### src/rtl/seg7_pkg.sv
// rtl/seg7_pkg.sv - segment encodings, nibble encoder and conversion FSM states
package seg7_pkg;

    localparam logic [6:0] SEG_BLANK = 7'b0000000;
    localparam logic [6:0] SEG_DASH  = 7'b0000001;

    localparam logic [6:0] SEG_0 = 7'b1111110;
    localparam logic [6:0] SEG_1 = 7'b0110000;
    localparam logic [6:0] SEG_2 = 7'b1101101;
    localparam logic [6:0] SEG_3 = 7'b1111001;
    localparam logic [6:0] SEG_4 = 7'b0110011;
    localparam logic [6:0] SEG_5 = 7'b1011011;
    localparam logic [6:0] SEG_6 = 7'b1011111;
    localparam logic [6:0] SEG_7 = 7'b1110000;
    localparam logic [6:0] SEG_8 = 7'b1111111;
    localparam logic [6:0] SEG_9 = 7'b1111011;

    typedef enum logic [1:0] {IDLE, SHIFT, DONE} conv_state_t;

    function automatic logic [6:0] seg7_encode(input logic [3:0] nibble);
        case (nibble)
            4'd0:    return SEG_0;
            4'd1:    return SEG_1;
            4'd2:    return SEG_2;
            4'd3:    return SEG_3;
            4'd4:    return SEG_4;
            4'd5:    return SEG_5;
            4'd6:    return SEG_6;
            4'd7:    return SEG_7;
            4'd8:    return SEG_8;
            4'd9:    return SEG_9;
            default: return SEG_BLANK;
        endcase
    endfunction

    // Elaboration-time 10^n, used for the overflow threshold.
    function automatic logic [63:0] pow10(input int n);
        logic [63:0] p;
        p = 64'd1;
        for (int i = 0; i < n; i++) begin
            p = p * 64'd10;
        end
        return p;
    endfunction

endpackage

### src/rtl/bcd_seg_decode.sv
// rtl/bcd_seg_decode.sv - combinational nibble-to-segment mapper with dash/blank override
module bcd_seg_decode
    import seg7_pkg::*;
(
    input  logic [3:0] nibble,
    input  logic       blank,
    input  logic       dash,
    output logic [6:0] seg
);

    // Dash wins over blank so an overflowed value never looks like a short number.
    always_comb begin
        if (dash) begin
            seg = SEG_DASH;
        end else if (blank) begin
            seg = SEG_BLANK;
        end else begin
            seg = seg7_encode(nibble);
        end
    end

endmodule

### src/rtl/bcd_scan_display.sv
// rtl/bcd_scan_display.sv - iterative binary-to-BCD plus multiplexed 7-seg scan; option LEADING_ZERO_BLANK_EN
module bcd_scan_display
    import seg7_pkg::*;
#(
    parameter int BIN_W    = 8,
    parameter int DIGITS   = 3,
    parameter int SCAN_DIV = 1000
) (
    input  logic                  clk,
    input  logic                  rst,
    input  logic [BIN_W-1:0]      bin,
    input  logic                  start,
    output logic                  busy,
    output logic                  done,
    output logic                  ovf,
    output logic [4*DIGITS-1:0]   bcd,
    output logic [6:0]            seg,
    output logic [DIGITS-1:0]     an
);

    localparam int          WW    = 4 * DIGITS;
    localparam int          CNT_W = $clog2(BIN_W + 1);
    localparam int          DIV_W = $clog2(SCAN_DIV);
    localparam int          IDX_W = (DIGITS > 1) ? $clog2(DIGITS) : 1;
    localparam logic [63:0] LIMIT = pow10(DIGITS);

    conv_state_t      state;
    logic [BIN_W-1:0] shreg;
    logic [WW-1:0]    work;
    logic [WW-1:0]    work_adj;
    logic [CNT_W-1:0] bit_cnt;
    logic             ovf_next;

    always_comb begin
        work_adj = work;
        for (int i = 0; i < DIGITS; i++) begin
            if (work[4*i +: 4] >= 4'd5) begin
                work_adj[4*i +: 4] = work[4*i +: 4] + 4'd3;
            end
        end
    end

    // Conversion FSM; carries out of the top digit fall off the work register.
    always_ff @(posedge clk) begin
        if (rst) begin
            state    <= IDLE;
            busy     <= 1'b0;
            done     <= 1'b0;
            ovf      <= 1'b0;
            ovf_next <= 1'b0;
            bcd      <= '0;
            shreg    <= '0;
            work     <= '0;
            bit_cnt  <= '0;
        end else begin
            done <= 1'b0;
            case (state)
                IDLE: begin
                    busy <= 1'b0;
                    if (start) begin
                        shreg    <= bin;
                        work     <= '0;
                        bit_cnt  <= CNT_W'(BIN_W);
                        ovf_next <= (64'(bin) >= LIMIT);
                        busy     <= 1'b1;
                        state    <= SHIFT;
                    end
                end
                SHIFT: begin
                    work    <= {work_adj[WW-2:0], shreg[BIN_W-1]};
                    shreg   <= shreg << 1;
                    bit_cnt <= bit_cnt - 1'b1;
                    if (bit_cnt == CNT_W'(1)) begin
                        state <= DONE;
                    end
                end
                DONE: begin
                    bcd   <= work;
                    ovf   <= ovf_next;
                    done  <= 1'b1;
                    state <= IDLE;
                end
                default: state <= IDLE;
            endcase
        end
    end

    logic [DIV_W-1:0]  div_cnt;
    logic [IDX_W-1:0]  idx;
    logic [IDX_W-1:0]  idx_next;
    logic [DIGITS-1:0] an_next;
    logic [3:0]        nib_next;
    logic              blank_next;
    logic [6:0]        seg_next;
`ifdef LEADING_ZERO_BLANK_EN
    logic              upper_zero;
`endif

    // Select the digit that becomes active at the next slot boundary.
    always_comb begin
        idx_next   = (idx == IDX_W'(DIGITS - 1)) ? '0 : idx + 1'b1;
        an_next    = '0;
        nib_next   = '0;
        blank_next = 1'b0;
`ifdef LEADING_ZERO_BLANK_EN
        upper_zero = 1'b1;
`endif
        for (int i = DIGITS - 1; i >= 0; i--) begin
`ifdef LEADING_ZERO_BLANK_EN
            upper_zero = upper_zero & (bcd[4*i +: 4] == 4'd0);
`endif
            if (IDX_W'(i) == idx_next) begin
                an_next[i] = 1'b1;
                nib_next   = bcd[4*i +: 4];
`ifdef LEADING_ZERO_BLANK_EN
                blank_next = (i != 0) && upper_zero;
`endif
            end
        end
    end

    bcd_seg_decode u_decode (
        .nibble (nib_next),
        .blank  (blank_next),
        .dash   (ovf),
        .seg    (seg_next)
    );

    // seg/an change only on terminal count, so a new result never glitches a slot.
    always_ff @(posedge clk) begin
        if (rst) begin
            div_cnt <= '0;
            idx     <= '0;
            an      <= '0;
            seg     <= SEG_BLANK;
        end else if (div_cnt == DIV_W'(SCAN_DIV - 1)) begin
            div_cnt <= '0;
            idx     <= idx_next;
            an      <= an_next;
            seg     <= seg_next;
        end else begin
            div_cnt <= div_cnt + 1'b1;
        end
    end

endmodule

### config.mk
export PLATFORM = sky130hd
export DESIGN_NAME = bcd_scan_display
export DESIGN_NICKNAME = d
export VERILOG_FILES = /design/src/rtl/seg7_pkg.sv /design/src/rtl/bcd_seg_decode.sv /design/src/rtl/bcd_scan_display.sv
export SDC_FILE = /design/constraint.sdc
export NUM_CORES = 1
export LEC_CHECK = 0
export CAP_MARGIN = 10
export CORE_MARGIN = 4
export CORE_UTILIZATION = 30
export DETAILED_ROUTE_END_ITERATION = 10
export GPL_TIMING_DRIVEN = 0
export PLACE_DENSITY_LB_ADDON = 0.12
export SLEW_MARGIN = 20
export SYNTH_ARGS = -nofsm -noshare
export SYNTH_HDL_FRONTEND = slang
export SYNTH_SLANG_ARGS = --single-unit
### constraint.sdc
create_clock -name clk -period 1.97 [get_ports clk]
set_input_delay 0.2955 -clock clk [delete_from_list [all_inputs] [get_ports clk]]
set_output_delay 0.2955 -clock clk [all_outputs]
set_load 0.01 [all_outputs]
==> metrics, run 1 <==
flops & latches, synth=62; Crit path arrival time=roughly 2100 ps; post-synthesis average cell area=about 8.6 um2; Finished Core Util=a little under two fifths; Top Metal Used=met3; CTS max path bufs=2; max-cap violation count=0; Post-synth ARST share=0%; core box area=0.00924 mm2; Synth Cell Area=0.00285 mm2; remaining global-route overflow=0; Switch Pwr=roughly 0.63 mW; Post-synth EDFFs=0; status=finished clean; antenna violations before repair=0; Die Y=approximately 110 um; top post-synthesis cells by area=dfxtp_1, ha_1, nand2_1; post-CTS resize count=2; met2 WL=between 3 and 4 mm; Root Buffer=clkbuf_8; Net Count, Synth=356; count of final hold-check violations=0; Final Cycle Share=around nine tenths; Cell Pwr Density=712 mW/mm2; top cells by count, synth=dfxtp_1, nand2_1, nor2_1; Die Area=0.0111 mm2; hold_buf cts=0; Clk pwr share=39.3%; Area after DPL=roughly 0.0034 mm2; DR WL met3=between 200 and 250 um; dominant synthesized flop cell=dfxtp_1; Starting Density=a little under a third; leading area contributor after synthesis=dfxtp_1; critical path start-end classification=flop to flop; Diodes inserted=0; FP Rows=35; final wirelength=about 6.5 mm; Vias/cell=around 4.5; Slew HR=roughly 55%; Reg clk slew, reported paths=70 ps; WL/cell=12.8 um; sequential cell area fraction in the yosys report=between 40% and 50%; Hold/Removal Path Class=flop to flop; synth warn=0; Lkg Pwr=1.31 nW; # IOs=36; Nets=401; number of global-route vias before repair=between 2000 and 2500; global placer's final weighted congestion=about 0.79; crit path max fanout=9; Synth top area share=between 40 and 50%; Area growth syn-to-layout=24.0%; Max Freq=about 560 MHz; Sw Share=between 20% and 30%; Filler cells=around 970; Num Clock Sinks=62; clock skew=between 7 and 8 ps; VDD IR max=between 0.3 and 0.4 mV; first-pass GRT wire length=~11 mm; pin count of the biggest net entering global routing=11; Flop pwr share=a little over half; Gate power share=under 10%; Period minus WS final=around 1800 ps; post-detail-place hpwl=approximately 4.7 mm; worst-margin pin slew=slightly below 700 ps; CTS tree=done; post-route cell area=between 0.003 and 0.004 mm2; # DRC=0; Post CTS Setup Buffer Count=0; final setup violating endpoints=0; DR vias=between 2000 and 2500; Int Pwr=between 1.5 and 2 mW; top-count cell post-synth=dfxtp_1; GRT Util Overall=between 10 and 15%; share of layout cells above drive strength 1=just under 9%; Final ANT Viol Nets=0; IO buf count=34; Pre-Repair DR Iteration Count=5; Clk Latency, worst-skew pair=330 ps; wl on met1=about 3.2 mm; max-slew violations=0; # H-tree levels=3; Setup crit start kind=flop; number of DRC markers in iteration 0=61; required time worst endpoint=approximately 2200 ps; Synth Instances=330; register-to-register setup slack=between 150 and 200 ps; Netlist cell types=between 40 and 50; RSZ-0062 raised after global routing=no; CTS buffer count=9; CP Capture Type=flop; final hold slack=445 ps; Die Span X=between 100 and 150 um
[placed cells by master, fill, tap and decap left out, drive strengths merged, types with 2 or more instances in the layout]
cell            n
dfxtp          62
nand2          47
clkdlybuf4s50  34
nor2           33
a21oi          28
clkbuf         22
inv            18
ha             15
o21ai          15
xnor2          11
nand2b         10
nand3           7
a222oi          6
a22oi           6
nor3            6
buf             6
mux2i           5
a211oi          4
and2            4
nor2b           3
nand3b          3
a21o            3
o211ai          3
clkinv          3
mux2            3
or3             3
and3            3
a32oi           2
xor2            2
o21a            2
[through the flow]
step,total power [mW],TNS [ps],setup WS (ps),std cells
floorplan,1.48,0,300,330
global placement,1.56,-3390,-170,493
detailed placement,1.56,-3350,-143,493
CTS,2.57,0,111,508
global route,2.64,0,39.3,508
finish,2.52,0,175,508
[layout make-up]
type / instances / area (um2) / share of cell area [%]
tap: 129 / 161 / 4.56
timing repair buffer: 34 / 340 / 9.62
multi-input combinational: 233 / 1470 / 41.4
buffer: 17 / 88.8 / 2.51
sequential: 62 / 1240 / 35.1
clock buffer: 11 / 151 / 4.28
inverter: 18 / 67.6 / 1.91
clock inverter: 4 / 22.5 / 0.636
[worst max-delay path: stages, from the launching register on]
cell	delay (ps)
dfxtp_1	360
ha_1	230
nand4b_1	150
or3_1	350
buf_6	150
or3_4	370
o21ai_1	130
[path summary, 6_finish.rpt]
| check | cells after the start | endpoint | startpoint |
|---|---|---|---|
| setup / recovery | 6 | seg[3] | div_cnt[0] |
| hold / removal | 2 | seg[4] | seg[4] |
| hold reg to reg | 2 | seg[4] | seg[4] |
| setup reg to reg | 6 | seg[3] | div_cnt[0] |
[cell families (layout without fill, tap and decap cells)]
| group | Yosys count | in the layout | share of synthesized area (%) |
|---|---|---|---|
| AOI/OAI and AO/OA | 74 | 74 | 16.4 |
| xor gates and xnor gates | 13 | 13 | 3.99 |
| adders and majority gates | 15 | 15 | 6.58 |
| buffers and inverters | 35 | 84 | 5.48 |
| DFF | 62 | 62 | 43.5 |
| muxes | 8 | 8 | 3.77 |
| other | 1 | 1 | 0.131 |
| and+or+nand+nor | 122 | 122 | 20.1 |
[power groups by stage]
| stage | combinational (mW) | clock, mW | sequential, mW |
|---|---|---|---|
| after floorplan | 0.143 | 0 | 1.34 |
| after global placement | 0.216 | 0 | 1.35 |
| after detailed placement | 0.217 | 0 | 1.35 |
| after CTS | 0.217 | 1.03 | 1.32 |
| after global routing | 0.242 | 1.08 | 1.32 |
| final | 0.212 | 0.990 | 1.32 |
[metal layers]
layer  global-route usage, %  up-vias
met2                    19.9       38
met3                    3.37        0
met4                    3.98        0
met5                       0        -
li1                        -     1215
met1                    15.8     1035
[sequential cells by signal (all words and copies together) (netlist names), 3 cells and up]
register	count
an	3
bcd	12
bit_cnt	4
div_cnt	10
seg	7
shreg	8
work	12
(Power assumes the default switching activity.)
==> inputs of run 2 (changes only) <==
--- a/config.mk
+++ b/config.mk
@@ -8,10 +8,12 @@
 export CAP_MARGIN = 10
 export CORE_MARGIN = 4
 export CORE_UTILIZATION = 30
+export CTS_CLUSTER_DIAMETER = 200
 export DETAILED_ROUTE_END_ITERATION = 10
 export GPL_TIMING_DRIVEN = 0
 export PLACE_DENSITY_LB_ADDON = 0.12
 export SLEW_MARGIN = 20
 export SYNTH_ARGS = -nofsm -noshare
 export SYNTH_HDL_FRONTEND = slang
+export SYNTH_HIERARCHICAL = 1
 export SYNTH_SLANG_ARGS = --single-unit
==> run 2 against run 1 <==
  * Largest power group is now the clock network
  * Non-clock buffer count up 4
  * Critical path depth unchanged
  * Sequential cell count unchanged
  * Global-route usage fell by 0.069 points
  * Critical path type unchanged
  * Sequential share of layout area is 0.97 points lower
  * Final area increased by 3.3%
  * Sequential power about the same
  * Count of clock-buffer cells in the layout is 2 lower
  * Synthesized cell count down 1.2%
  * Worst hold slack better by 4.0 ps
==> metrics, run 2 <==
status=finished clean; # IOs=36 (unchanged); remaining global-route overflow=0 (unchanged); hold_buf cts=0 (unchanged); top post-synthesis cells by area=dfxtp_1, a21oi_1, ha_1; Area after DPL=0.00337 mm2 (+0.37%); Clk pwr share=47.4% (+8.1 points); Nets=402 (+0.25%); DP Cell Count=493 (unchanged); WHS Path Cells=2 (unchanged); Gate power share=6.3% (-2.1 points); Cell Pwr Density=776 mW/mm2 (+9.0%); Die Span X=106 um (about the same); Setup crit start kind=flop; crit-path cells=ha_4 -> and4bb_1 -> or3b_1 -> buf_2 -> or3b_1 -> a21oi_1; Reg clk slew, reported paths=70 ps (about the same); synth warn=6 (+6); FP Rows=35 (unchanged); Post-synth ARST share=0% (unchanged); share of layout cells above drive strength 1=9.42% (+0.72 points); Post-synth EDFFs=0 (unchanged); Synth Cell Area=0.00286 mm2 (+0.13%); CP top delay family=simple AND/OR/NAND/NOR gates; VDD IR max=0.410 mV (+25%); commonest non-fill, non-tap cells in the layout=dfxtp_1, nand2_1, a21oi_1, clkdlybuf4s50_1, nor2_1; Final ANT Viol Nets=0 (unchanged); GRT Util Overall=12.2% (-0.069 points); CP peak stage delay=380 ps (about the same); number of DRC markers in iteration 0=80 (+31%); Switch Pwr=0.639 mW (+1.5%); crit path max fanout=5 (-4); worst path bufs/invs=1 (unchanged); Max Freq=547 MHz (-1.8%); Synth Area in XOR/XNOR=3.37% (-0.62 points); Filler cells=963 (-0.31%); critical path start-end classification=flop to flop; # H-tree levels=3 (unchanged); total power=2.84 mW (+13%); final wirelength=6.52 mm (+0.46%); count of final hold-check violations=0 (unchanged); sequential cell area fraction in the yosys report=43.5% (-0.057 points); Post-Place Worst Slack=-335 ps (-191 ps); worst-margin pin slew=679 ps (+6.60 ps); leading cell type in the layout, fill and taps excluded=dfxtp_1; critical path depth in cells=6 (unchanged); Die Y=106 um (about the same); Diodes inserted=0 (unchanged); Hold/Removal Path Class=flop to flop; Period minus WS final=1830 ps (+33.4 ps); WL/cell=12.8 um (-0.13%); Adder-Cell Fraction of Synth Area=6.13% (-0.45 points); worst r2r path cells=6 (unchanged); # DRC=0 (unchanged); CP Capture Type=flop; antenna violations before repair=0 (unchanged); Flop pwr share=46.3% (-6.0 points); CTS max path bufs=2 (unchanged); post-synthesis simple-gate area fraction=18.7% (-1.4 points); Final Cycle Share=92.8% (+1.7 points); Finished Core Util=39.5% (+1.2 points); pin count of the biggest net entering global routing=12 (+1); Lkg Pwr=1.35 nW (+3.3%); flops & latches, synth=62 (unchanged); worst setup margin=141 ps (-33.4 ps); RSZ-0062 raised after global routing=no; Root Buffer=clkbuf_8; Pre-Repair DR Iteration Count=4 (-1); Netlist cell types=46 (+2.2%); Num Clock Sinks=62 (unchanged); Post-Route Setup TNS=0 ps (unchanged); dominant synthesized flop cell=dfxtp_1; cell repeated most along the worst path=or3b_1; DR vias=2351 (+2.8%); CTS buffer count=9 (unchanged); Die Area=0.0111 mm2 (+0.12%); top-count cell post-synth=dfxtp_1; Crit path arrival time=2090 ps (+30 ps); top cells by count, synth=dfxtp_1, nand2_1, a21oi_1; largest family of logic cells by synthesized area=simple AND/OR/NAND/NOR gates; Synth top area share=43.5% (-0.057 points); IO buf count=33 (-2.9%); post-route cell area=0.00365 mm2 (+3.3%); final setup violating endpoints=0 (unchanged); Starting Density=30.9% (+0.041 points); final hold slack=449 ps (+3.99 ps); Slew HR=54.6% (-0.42 points); post-detail-place hpwl=4.80 mm (+1.1%); Vias/cell=4.60 (+2.2%); multiplexer area fraction after synthesis=5.78% (+2.0 points); CTS tree=done; leading area contributor after synthesis=dfxtp_1; Top Registers=bcd (12), work (12), div_cnt (10); slowest CP cell=or3b_1; non-filler instance count after layout=511 (+0.59%); first-pass GRT wire length=11.0 mm (-0.50%); required time worst endpoint=2240 ps (about the same); global placer's final weighted congestion=0.748 (-5.3%); max-cap violation count=0 (unchanged); post-synthesis average cell area=8.76 um2 (+1.4%); max-slew violations=0 (unchanged); number of global-route vias before repair=2244 (+0.40%); Synth Area in Compound Gates=17.3% (+0.85 points); Synth Instances=326 (-1.2%); clock skew=7.97 ps (+0.106 ps); Int Pwr=2.20 mW (+16%); core box area=0.00924 mm2 (unchanged); Sw Share=22.5% (-2.4 points); Area growth syn-to-layout=27.9%; Clk Latency, worst-skew pair=340 ps (about the same)
## run 2: final timing paths
kind	startpoint	endpoint	slack [ps]
setup / recovery	div_cnt[1]	idx[1]	140
hold / removal	shreg[7]	work[0]	450
setup reg to reg	div_cnt[1]	idx[1]	140
hold reg to reg	shreg[7]	work[0]	450
## run 2: cell type report
class	count	area (um2)	share of cell area [%]
clock inverter	7	113	3.08
tap	129	161	4.42
multi-input combinational	236	1510	41.3
inverter	13	48.8	1.34
timing repair buffer	36	353	9.66
buffer	19	100	2.74
sequential	62	1250	34.1
clock buffer	9	124	3.39
## run 2: power by group through the flow
stage	sequential, mW	clock, mW	combinational (mW)
after floorplan	1.34	0	0.121
after global placement	1.34	0	0.177
after detailed placement	1.34	0	0.180
after CTS	1.31	1.38	0.181
after global routing	1.32	1.43	0.205
final	1.31	1.34	0.178
## run 2: cells by family (layout without fill, tap and decap cells)
| logic type | count (synthesis) | in the layout |
|---|---|---|
| simple gates | 112 | 112 |
| compound gates | 77 | 77 |
| flops | 62 | 62 |
| buf+inv | 33 | 84 |
| mux | 16 | 16 |
| fa+ha+maj | 14 | 14 |
| xor+xnor | 11 | 11 |
| other cells | 1 | 6 |
## run 2: routing by layer
layer / track usage (%) / part of all wire [%] / up-vias
li1: - / - / 1224
met1: 15.8 / 48 / 1087
met2: 19.6 / 47 / 36
met3: 3.92 / 4.0 / 4
met4: 3.42 / 0.92 / 0
met5: 0 / 0 / -
## run 2: worst min-delay path, cell delays in order, from the launching register on
cell and delay, ps:
dfxtp_1 310, nand2_1 50, o21ai_1 50
## run 2: timing repair
action | CTS | global route
resized for setup | 4 | 9
pin swaps | 1 | 1
cloned | 0 | 0
endpoints found under the setup margin | 8 | 10
buffers inserted | 1 | 2
==> inputs of run 3 (changes only) <==
--- a/config.mk
+++ b/config.mk
@@ -5,8 +5,9 @@
 export SDC_FILE = /design/constraint.sdc
 export NUM_CORES = 1
 export LEC_CHECK = 0
+export ABC_CLOCK_PERIOD_IN_PS = 1970
 export CAP_MARGIN = 10
-export CORE_MARGIN = 4
+export CORE_MARGIN = 2
 export CORE_UTILIZATION = 30
 export CTS_CLUSTER_DIAMETER = 200
 export DETAILED_ROUTE_END_ITERATION = 10
@@ -15,5 +16,4 @@
 export SLEW_MARGIN = 20
 export SYNTH_ARGS = -nofsm -noshare
 export SYNTH_HDL_FRONTEND = slang
-export SYNTH_HIERARCHICAL = 1
 export SYNTH_SLANG_ARGS = --single-unit
==> run 3 against run 2 <==
  * Largest power group is now registers
  * Cell count is 0.39% lower
  * Highest routed layer unchanged
  * Final area is 1.5% lower
  * Non-clock buffer count is 4 lower
  * Sequential share of layout area is 0.38 points higher
  * Sequential power hardly changed
==> metrics, run 3 (synthesized netlist as in run 1, its figures left out) <==
crit path max fanout=8 (+3); number of DRC markers in iteration 0=62 (-23%); worst r2r path cells=6 (unchanged); Vias/cell=4.59 (-0.33%); global placer's final weighted congestion=0.813 (+8.7%); IO buf count=34 (+3.0%); Filler cells=955 (-0.83%); final hold slack=444 ps (-4.48 ps); commonest non-fill, non-tap cells in the layout=dfxtp_1, nand2_1, clkdlybuf4s50_1, nor2_1, a21oi_1; Final ANT Viol Nets=0 (unchanged); register-to-register setup slack=210 ps (+70 ps); first-pass GRT wire length=11.1 mm (+1.3%); Crit. Startpoint=start; Cell Pwr Density=787 mW/mm2 (+1.4%); Post-Place Worst Slack=-187 ps (+148 ps); Post CTS Setup Buffer Count=0 (-1); RR Endpoint=seg[5]; # DRC=0 (unchanged); CTS buffer count=9 (unchanged); CP peak stage delay=500 ps (+120 ps); Setup crit start kind=primary input; CP Capture Type=flop; # H-tree levels=3 (unchanged); Num Clock Sinks=62 (unchanged); antenna violations before repair=0 (unchanged); Slew HR=49.8% (-4.9 points); hold_buf cts=0 (unchanged); Area growth syn-to-layout=26.1%; Crit path arrival time=2070 ps (-20 ps); R2R Path Start=div_cnt[0]; RSZ-0062 raised after global routing=no; Top Registers=bcd (12), work (12), div_cnt (10); CTS tree=done; crit-path cells=clkdlybuf4s50_1 -> o21bai_1 -> nor2b_1 -> clkbuf_1 -> a222oi_1 -> inv_1; number of global-route vias before repair=2287 (+1.9%); DR vias=2334 (-0.72%); worst setup margin=181 ps (+39.9 ps); Root Buffer=clkbuf_8; # IOs=36 (unchanged); max-cap violation count=0 (unchanged); Die Area=0.0103 mm2 (-7.6%); CTS max path bufs=2 (unchanged); Pre-Repair DR Iteration Count=4 (unchanged); post-route cell area=0.00360 mm2 (-1.5%); GRT Util Overall=13.8% (+1.6 points); Period minus WS final=1790 ps (-39.9 ps); Reg clk slew, reported paths=70 ps (about the same); clock skew=10.2 ps (+2.26 ps); count of final hold-check violations=0 (unchanged); pin count of the biggest net entering global routing=11 (-1); post-detail-place hpwl=4.73 mm (-1.5%); Hold/Removal Path Class=flop to flop; final setup violating endpoints=0 (unchanged); Die Y=102 um (-3.9%); Starting Density=30.9% (-0.041 points); VDD IR max=0.304 mV (-26%); Worst setup endpoint=shreg[5]; remaining global-route overflow=0 (unchanged); max-slew violations=0 (unchanged); share of layout cells above drive strength 1=8.68% (-0.74 points); Max Freq=559 MHz (+2.2%); FP Rows=35 (unchanged); Nets=401 (-0.25%); status=finished clean; Diodes inserted=0 (unchanged); final wirelength=6.48 mm (-0.61%); Post-Route Setup TNS=0 ps (unchanged); Area after DPL=0.00335 mm2 (-0.37%); critical path start-end classification=primary input to flop; worst-margin pin slew=752 ps (+72.5 ps); Clk Latency, worst-skew pair=340 ps (about the same); required time worst endpoint=2250 ps (about the same); slowest CP cell=clkdlybuf4s50_1; Lkg Pwr=1.34 nW (-1.1%); WL/cell=12.7 um (-0.22%); Final Cycle Share=90.8% (-2.0 points); Die Span X=102 um (-3.9%); leading cell type in the layout, fill and taps excluded=dfxtp_1; core box area=0.00924 mm2 (unchanged)
-- run 3: cell count changes in the layout (fill, tap and decap cells not counted), moves of 4 or more --
| cell | previous run | this run |
|---|---|---|
| mux2i_1 | 15 | 3 |
| nor2_1 | 23 | 33 |
| a21oi_1 | 36 | 28 |
| a222oi_1 | 0 | 6 |
| o21ai_0 | 5 | 11 |
| conb_1 | 6 | 1 |
| inv_1 | 13 | 18 |
| and2_1 | 0 | 4 |
| nor3b_1 | 4 | 0 |
| xnor2_1 | 7 | 11 |
-- run 3: cell type report --
| class | count | area (um2) | area share (%) |
|---|---|---|---|
| buffer | 17 | 88.8 | 2.47 |
| clock buffer | 13 | 169 | 4.69 |
| clock inverter | 3 | 65.1 | 1.81 |
| inverter | 18 | 67.6 | 1.88 |
| multi-input combinational | 233 | 1470 | 40.7 |
| sequential | 62 | 1240 | 34.5 |
| tap | 129 | 161 | 4.49 |
| timing repair buffer | 34 | 340 | 9.46 |
-- run 3: through the flow --
step           util, %  power, mW  std cells
2_1_floorplan        -       1.48        330
3_3_place_gp      36.3       1.56        493
3_5_place_dp      36.3       1.56        493
4_1_cts           38.9       2.87        509
5_1_grt           38.9       2.96        509
6_report          38.9       2.83        509
-- run 3: what timing repair did --
action / CTS / global route
endpoints found under the setup margin: 6 / 3
endpoints found under the hold margin: 0 / 0
resized for setup: 2 / 2
-- run 3: worst min-delay path by stage --
stage	startpoint	endpoint	slack, ps	cells after the start
3_3_place_gp	div_cnt[0]	div_cnt[0]	430	1
4_1_cts	seg[4]	seg[4]	450	2
5_1_grt	seg[4]	seg[4]	460	2
6_report	seg[4]	seg[4]	440	2
3_5_place_dp	seg[4]	seg[4]	440	2
2_1_floorplan	bin[1]	shreg[1]	400	2
-- run 3: per-layer routing --
| layer | GRT usage (%) | routed length [um] | part of all wire (%) | vias up |
|---|---|---|---|---|
| li1 | - | - | - | 1219 |
| met1 | 18.1 | 3220 | 50 | 1073 |
| met2 | 21.8 | 2980 | 46 | 32 |
| met3 | 2.76 | 157 | 2.4 | 10 |
| met4 | 6.55 | 127 | 2.0 | 0 |
| met5 | 0 | 0 | 0 | - |
-- run 3: report_power, final --
group	switching, mW	internal [mW]
clock network	0.484	0.815
registers	0.0275	1.29
logic	0.127	0.0875
-- run 3: critical path, delay by kind of cell --
kind | cells | cell delay (ps)
AOI/OAI and AO/OA | 2 | 650
buffers and inverters | 3 | 920
and+or+nand+nor | 1 | 200
